<file path="config.mk">
export PLATFORM = sky130hd
export DESIGN_NAME = bg_mem_arbiter
export DESIGN_NICKNAME = d
export VERILOG_FILES = /design/src/rtl/bg_arb_pkg.sv /design/src/rtl/bg_mem_fill_engine.sv /design/src/rtl/bg_mem_arbiter.sv
export SDC_FILE = /design/constraint.sdc
export NUM_CORES = 1
export LEC_CHECK = 0
export BUFFER_PORTS_ARGS = -buffer_cell sky130_fd_sc_hd__clkbuf_2
export CAP_MARGIN = 20
export CELL_PAD_IN_SITES_DETAIL_PLACEMENT = 1
export CELL_PAD_IN_SITES_GLOBAL_PLACEMENT = 1
export CORE_ASPECT_RATIO = 1.5
export CORE_MARGIN = 4
export CORE_UTILIZATION = 31
export CTS_BUF_LIST = sky130_fd_sc_hd__clkbuf_4
export CTS_CLUSTER_DIAMETER = 80
export DETAILED_ROUTE_END_ITERATION = 8
export GPL_ROUTABILITY_DRIVEN = 0
export PLACE_DENSITY_LB_ADDON = 0.1
export SLEW_MARGIN = 10
export SYNTH_ARGS = -nofsm -noshare
export SYNTH_HDL_FRONTEND = slang
export SYNTH_SLANG_ARGS = --single-unit
</file>
<file path="constraint.sdc">
create_clock -name clk_clk -period 3 [get_ports clk_clk]
set_input_delay 0.75 -clock clk_clk [delete_from_list [all_inputs] [get_ports clk_clk]]
set_output_delay 0.75 -clock clk_clk [all_outputs]
set_load 0.05 [all_outputs]
</file>
<file path="src/rtl/bg_arb_pkg.sv">
// Shared types and default sizes for the background-memory arbiter.
package bg_arb_pkg;
   localparam int ADDR_W_DEF = 13;
   localparam int DATA_W_DEF = 16;
   localparam int MEM_WORDS  = 2 ** ADDR_W_DEF;

   typedef enum logic {IDLE = 1'b0, FILL = 1'b1} fill_state_t;
   typedef enum logic {REQ_A = 1'b0, REQ_B = 1'b1} req_id_t;
endpackage

</file>
<file path="src/rtl/bg_mem_fill_engine.sv">
// Whole-memory fill sequencer: writes one latched word to every address, ascending.
module bg_mem_fill_engine
   import bg_arb_pkg::*;
#(
   parameter int ADDR_W = ADDR_W_DEF,
   parameter int DATA_W = DATA_W_DEF
) (
   input  logic              clk,
   input  logic              rst,
   input  logic              fill_start,
   input  logic [DATA_W-1:0] fill_value,
   output logic              fill_busy,
   output logic              fill_done,
   output logic              fill_block,
   output logic [ADDR_W-1:0] fill_addr,
   output logic [DATA_W-1:0] fill_data
);
   fill_state_t       state;
   logic [ADDR_W-1:0] cnt;
   logic [DATA_W-1:0] value;

   always_ff @(posedge clk or posedge rst) begin
      if (rst) begin
         state     <= IDLE;
         cnt       <= '0;
         fill_done <= 1'b0;
      end else begin
         fill_done <= 1'b0;
         case (state)
            IDLE: if (fill_start) begin
               state <= FILL;
               cnt   <= '0;
            end
            FILL: begin
               cnt <= cnt + 1'b1;
               if (&cnt) begin
                  state     <= IDLE;
                  fill_done <= 1'b1;
               end
            end
            default: state <= IDLE;
         endcase
      end
   end

   always_ff @(posedge clk) begin
      if (state == IDLE && fill_start)
         value <= fill_value;
   end

   // A start request blocks grants in its own cycle, before the state flips.
   assign fill_busy  = (state == FILL);
   assign fill_block = fill_busy | fill_start;
   assign fill_addr  = cnt;
   assign fill_data  = value;
endmodule

</file>
<file path="src/rtl/bg_mem_arbiter.sv">
// Two-requester round-robin arbiter onto a 1-cycle-latency memory port (s2).
// Optional whole-memory fill engine enabled by macro BG_ARB_FILL_EN.
module bg_mem_arbiter
   import bg_arb_pkg::*;
#(
   parameter int ADDR_W = ADDR_W_DEF,
   parameter int DATA_W = DATA_W_DEF
) (
   input  logic                clk_clk,
   input  logic                reset_reset,
   input  logic                a_req,
   input  logic                a_we,
   input  logic [ADDR_W-1:0]   a_addr,
   input  logic [DATA_W-1:0]   a_wdata,
   input  logic [DATA_W/8-1:0] a_be,
   output logic                a_gnt,
   output logic                a_rvalid,
   output logic [DATA_W-1:0]   a_rdata,
   input  logic                b_req,
   input  logic                b_we,
   input  logic [ADDR_W-1:0]   b_addr,
   input  logic [DATA_W-1:0]   b_wdata,
   input  logic [DATA_W/8-1:0] b_be,
   output logic                b_gnt,
   output logic                b_rvalid,
   output logic [DATA_W-1:0]   b_rdata,
   input  logic                fill_start,
   input  logic [DATA_W-1:0]   fill_value,
   output logic                fill_busy,
   output logic                fill_done,
   output logic [ADDR_W-1:0]   s2_address,
   output logic                s2_chipselect,
   output logic                s2_clken,
   output logic                s2_write,
   output logic [DATA_W-1:0]   s2_writedata,
   output logic [DATA_W/8-1:0] s2_byteenable,
   input  logic [DATA_W-1:0]   s2_readdata
);
   req_id_t           last_grant;
   req_id_t           rd_id_p0;
   logic              rd_vld_p0;
   logic              fill_block;
   logic [ADDR_W-1:0] fill_addr;
   logic [DATA_W-1:0] fill_data;

`ifdef BG_ARB_FILL_EN
   bg_mem_fill_engine #(.ADDR_W(ADDR_W), .DATA_W(DATA_W)) u_fill (
      .clk       (clk_clk),
      .rst       (reset_reset),
      .fill_start(fill_start),
      .fill_value(fill_value),
      .fill_busy (fill_busy),
      .fill_done (fill_done),
      .fill_block(fill_block),
      .fill_addr (fill_addr),
      .fill_data (fill_data)
   );
`else
   logic unused_fill;
   assign unused_fill = fill_start ^ (^fill_value);
   assign fill_busy   = 1'b0;
   assign fill_done   = 1'b0;
   assign fill_block  = 1'b0;
   assign fill_addr   = '0;
   assign fill_data   = '0;
`endif

   // The requester that did not win last time takes a contended cycle.
   always_comb begin
      a_gnt = 1'b0;
      b_gnt = 1'b0;
      if (!fill_block) begin
         if (a_req && (!b_req || last_grant == REQ_B))
            a_gnt = 1'b1;
         else if (b_req)
            b_gnt = 1'b1;
      end
   end

   always_ff @(posedge clk_clk or posedge reset_reset) begin
      if (reset_reset) begin
         last_grant    <= REQ_B;
         s2_chipselect <= 1'b0;
         s2_write      <= 1'b0;
         s2_address    <= '0;
         s2_writedata  <= '0;
         s2_byteenable <= '0;
         rd_vld_p0     <= 1'b0;
         rd_id_p0      <= REQ_A;
         a_rvalid      <= 1'b0;
         b_rvalid      <= 1'b0;
      end else begin
         if (a_gnt)
            last_grant <= REQ_A;
         else if (b_gnt)
            last_grant <= REQ_B;

         // p0: command presented to s2; read tracked for its return
         rd_vld_p0 <= (a_gnt && !a_we) || (b_gnt && !b_we);
         rd_id_p0  <= b_gnt ? REQ_B : REQ_A;
         if (fill_busy) begin
            s2_chipselect <= 1'b1;
            s2_write      <= 1'b1;
            s2_address    <= fill_addr;
            s2_writedata  <= fill_data;
            s2_byteenable <= '1;
         end else if (a_gnt) begin
            s2_chipselect <= 1'b1;
            s2_write      <= a_we;
            s2_address    <= a_addr;
            s2_writedata  <= a_wdata;
            s2_byteenable <= a_be;
         end else if (b_gnt) begin
            s2_chipselect <= 1'b1;
            s2_write      <= b_we;
            s2_address    <= b_addr;
            s2_writedata  <= b_wdata;
            s2_byteenable <= b_be;
         end else begin
            s2_chipselect <= 1'b0;
            s2_write      <= 1'b0;
         end

         // p1: memory data returns, qualified to its owner
         a_rvalid <= rd_vld_p0 && (rd_id_p0 == REQ_A);
         b_rvalid <= rd_vld_p0 && (rd_id_p0 == REQ_B);
      end
   end

   assign s2_clken = ~reset_reset;
   assign a_rdata  = s2_readdata;
   assign b_rdata  = s2_readdata;
endmodule

</file>
Word-level counts from Yosys, hierarchy flattened

Cells that the tools add are included.

Bitwise gates (word level): 2
Reduce and logical (&&, ||, !) cells: 11
Mux-type cells: 15

Operators by type and width:

| operator           | count |
|---|---|
| 2-to-1 mux 16 bit  | 2 |
| 2-to-1 mux 13 bit  | 2 |
| 2-to-1 mux 1 bit   | 9 |
| logical AND 1 bit  | 5 |
| 2-to-1 mux 2 bit   | 2 |
| logical NOT 1 bit  | 3 |
| logical OR 1 bit   | 2 |
| inverter 1 bit     | 2 |
| nonzero test 2 bit | 1 |

Output and inout port bits: 72
Word-level logic and storage cells: 38
Bits in registers: 38
Input bits: 101

Depth between registers and ports, before layout

Depth in word-level cells: 6
Mapped depth: 5
Mapped depth without buffers: 3

Worst setup path after synthesis

OpenSTA, ideal clock, no wires.

Kind: input port to output port
From: in reset_reset
To: out s2_clken
Buffers on the path: 0
Stages on the path: 1
Data required time: 2.250 ns
Arrival: 1.822 ns
Setup slack: 0.428 ns
Cells stage by stage: inv_1

Cells in the longest elaborated chain, start to end: 1

Ends and longest elaborated chain:

| what               | RTL line              | text |
|---|---|---|
| start: declaration | bg_mem_arbiter.sv:10  | `input logic reset_reset,` |
| inverter 1 bit     | bg_mem_arbiter.sv:130 | `assign s2_clken = ~reset_reset;` |
| end: declaration   | bg_mem_arbiter.sv:33  | `output logic s2_clken,` |

No other way between the ends.

Worst setup path in the final report

From: in b_req
To: out a_gnt

Cells in the longest elaborated chain, start to end: 4

Ends and longest elaborated chain:

| what               | RTL line             | text |
|---|---|---|
| start: declaration | bg_mem_arbiter.sv:19 | `input logic b_req,` |
| logical NOT 1 bit  | bg_mem_arbiter.sv:73 | `if (a_req && (!b_req \|\| last_grant == REQ_B))` |
| logical OR 1 bit   | bg_mem_arbiter.sv:73 |  |
| logical AND 1 bit  | bg_mem_arbiter.sv:73 |  |
| 2-to-1 mux 1 bit   | bg_mem_arbiter.sv:73 |  |
| end: declaration   | bg_mem_arbiter.sv:16 | `output logic a_gnt,` |

No other way between the ends.

==> qor.txt <==
Status - finished, final reports clean
Final Cycle Share - 75.69%
Critical Path Start Type - input pin
FMAX - 0.4404 GHz
DP Wirelength - 4308 um
Worst clock skew - 0.008220 ns
Worst EP arrival - 1.52 ns
Initial Util - 31.67%
Slew headroom - 65.11%
Clock slew at reported path FFs - 0.11 ns
Setup_tns - 0 ns
First-pass GRT wire length - 10080 um
Die W - 78.15 um
WL/cell - 15.95 um
Post-synth EDFFs - 0
Total track usage - 14.33%
Maximum VDD drop - 0.1815 mV
PD cells - 548.8 mW/mm2
CTS tree - built
Post-CTS setup buffer count - 0
Hold buffers post-CTS - 0
Count leader, synth - dfrtp_1
Max-cap violations - 0
Sequential fraction of the synthesis area - 41.61%
CP endpoint kind - primary output
Syn Inst Count - 230
CTS resizes - 0
Most common flop cell mapped by yosys - dfrtp_1
GRT busiest layer - met2
Clock Sinks - 38
Yosys cell types - 21
Setup WS post-layout - 0.7293 ns
Number of port buffers - 105
Antenna violations before repair - 0
Synthesis Warnings - 0
Root Driver - clkbuf_4
Drt total wl - 6316 um
Vias/cell - 4.881
Layout Cells excl Fill - 396
Area contributors post-synth - dfrtp_1 (40%), mux2i_1 (14%), buf_4 (11%)
Nets@finish - 396
IO Count - 173
Critical Path Fanout Max - 13
Leak - 1.435 nW
Worst slew pin tran - 0.5233 ns
Post-synth top area share - 40.46%
Final Setup Violations - 0
Number of inserted diodes - 0
Top post-synthesis cells by count - dfrtp_1 (37), buf_4 (34), a31oi_1 (31), and3_1 (31), mux2i_1 (31)
Min-Delay Path Class - register to register
Max-slew violations - 0
Avg Cell Area, Syn - 9.950 um2
Vias - 1933
Htree depth - 2
Crit Path Class - input pin to primary output
Area growth, synth to finish - 15.69%
Worst skew pair latency - 0.34 ns
Clk buf depth - 2
Min Tclk post-route - 2.271 ns
Starting DRT DRC Count - 71
Die height - 113.2 um
Initial DRT Pass Iterations - 4
GR Util met2 - 25.57%
Area leader, netlist - dfrtp_1
Drc violations - 0
CP required - 2.25 ns
Row cnt - 38
Vias in the first global route - 2104
Layout cells sized above 1 - 41.55%
Placed Cells - 388
Place WS - 0.7138 ns
Post-Syn Area - 0.002288 mm2
Largest net degree at the start of global routing - 55
Final ANT Viol Nets - 0
Overflow after GRT - 0
Inserted Clock Buffers - 5
Die area - 0.008849 mm2
GR met1 Demand/Resource - 16.70%
Met3 Use GR - 3.503%
RSZ-0062 raised after global routing - false
Ys async rst share - 100.0%
Hold Vio Cnt, Final - 0
#FFs+latches synth - 38
Core Box Area - 0.007227 mm2
through the flow:
stage	power, mW	hold WS [ns]	util [%]	cell area, um2
detailed placement	1.201	0.4108	35.89	2594
floorplan	1.155	0.3941	-	2292
global placement	1.198	0.4030	35.89	2594
CTS	1.484	0.4267	36.63	2648
finish	1.453	0.4232	36.63	2648
global route	1.543	0.4594	36.63	2648
kinds of logic (layout without fill, tap and decap cells):
logic type,count (synthesis),after routing,synth area share (%)
DFF,38,38,41.61
AOI/OAI and AO/OA,66,66,16.84
buffers and inverters,58,123,17.88
other,1,2,0.1639
muxes,31,31,13.56
and+or+nand+nor,36,36,9.952
critical path, cell delays in order:
cell and delay [ns]:
clkbuf_2 0.22, a21boi_2 0.24, clkbuf_2 0.30
layout make-up:
class	instances	area (um2)
inverters	4	15.01
clock buffers	6	45.04
clock inverters	2	8.758
flip-flops and latches	38	952.2
multi-input cells	135	930.9
well taps	100	125.1
repair buffers	111	570.5
fillers	910	4579
flip-flops by register name, indices dropped and copies added, names as in the netlist:
register / flops
rd_vld_p0: 1
s2_writedata: 16
b_rvalid: 1
s2_write: 1
rd_id_p0: 1
s2_byteenable: 2
s2_address: 13
a_rvalid: 1
s2_chipselect: 1
last_grant: 1
layer usage:
layer | wire (um) | share of wire, % | up-vias
li1 | - | - | 926
met3 | 374 | 5.9 | 7
met4 | 70 | 1.1 | 0
met1 | 2642 | 42 | 937
met2 | 3228 | 51 | 63
met5 | 0 | 0 | -
path summary, 6_finish.rpt:
| path | from | to | slack [ns] | cells past startpoint |
|---|---|---|---|---|
| max in group asynchronous | reset_reset | last_grant | 2.12 | 3 |
| min in group asynchronous | reset_reset | s2_address[4] | 0.51 | 3 |
| worst max-delay path | b_req | a_gnt | 0.73 | 3 |
| worst min-delay path | rd_id_p0 | a_rvalid | 0.42 | 1 |
| worst min register to register | rd_id_p0 | a_rvalid | 0.42 | 1 |
| worst max register to register | last_grant | s2_address[6] | 1.60 | 4 |
cell usage in the layout (no fill, tap or decap):
master    synthesis  final
mux2i_1          31     31
buf_4            34      6
and3_1           31     31
dfrtp_1          37     37
a31oi_1          31     31
and2_4            1      1
a22o_1            2      2
nand2_2           1      1
clkbuf_4          0      6
inv_1             4      3
clkinv_1          0      2
a21boi_2          1      1
or2_2             1      1
clkinv_2          0      1
o21a_1            1      1
conb_1            1      2
o21ai_1          29     29
dfstp_2           1      1
nor2b_1           1      1
clkbuf_2          0    105
and2_1            1      1
o21ai_0           2      2
where the power goes:
group	total [mW]	switching [mW]	internal, mW
clock	0.271	0.173	0.0974
combinational	0.563	0.404	0.159
sequential	0.619	0.0393	0.579
Note: power is estimated with default switching activity, not from simulation.
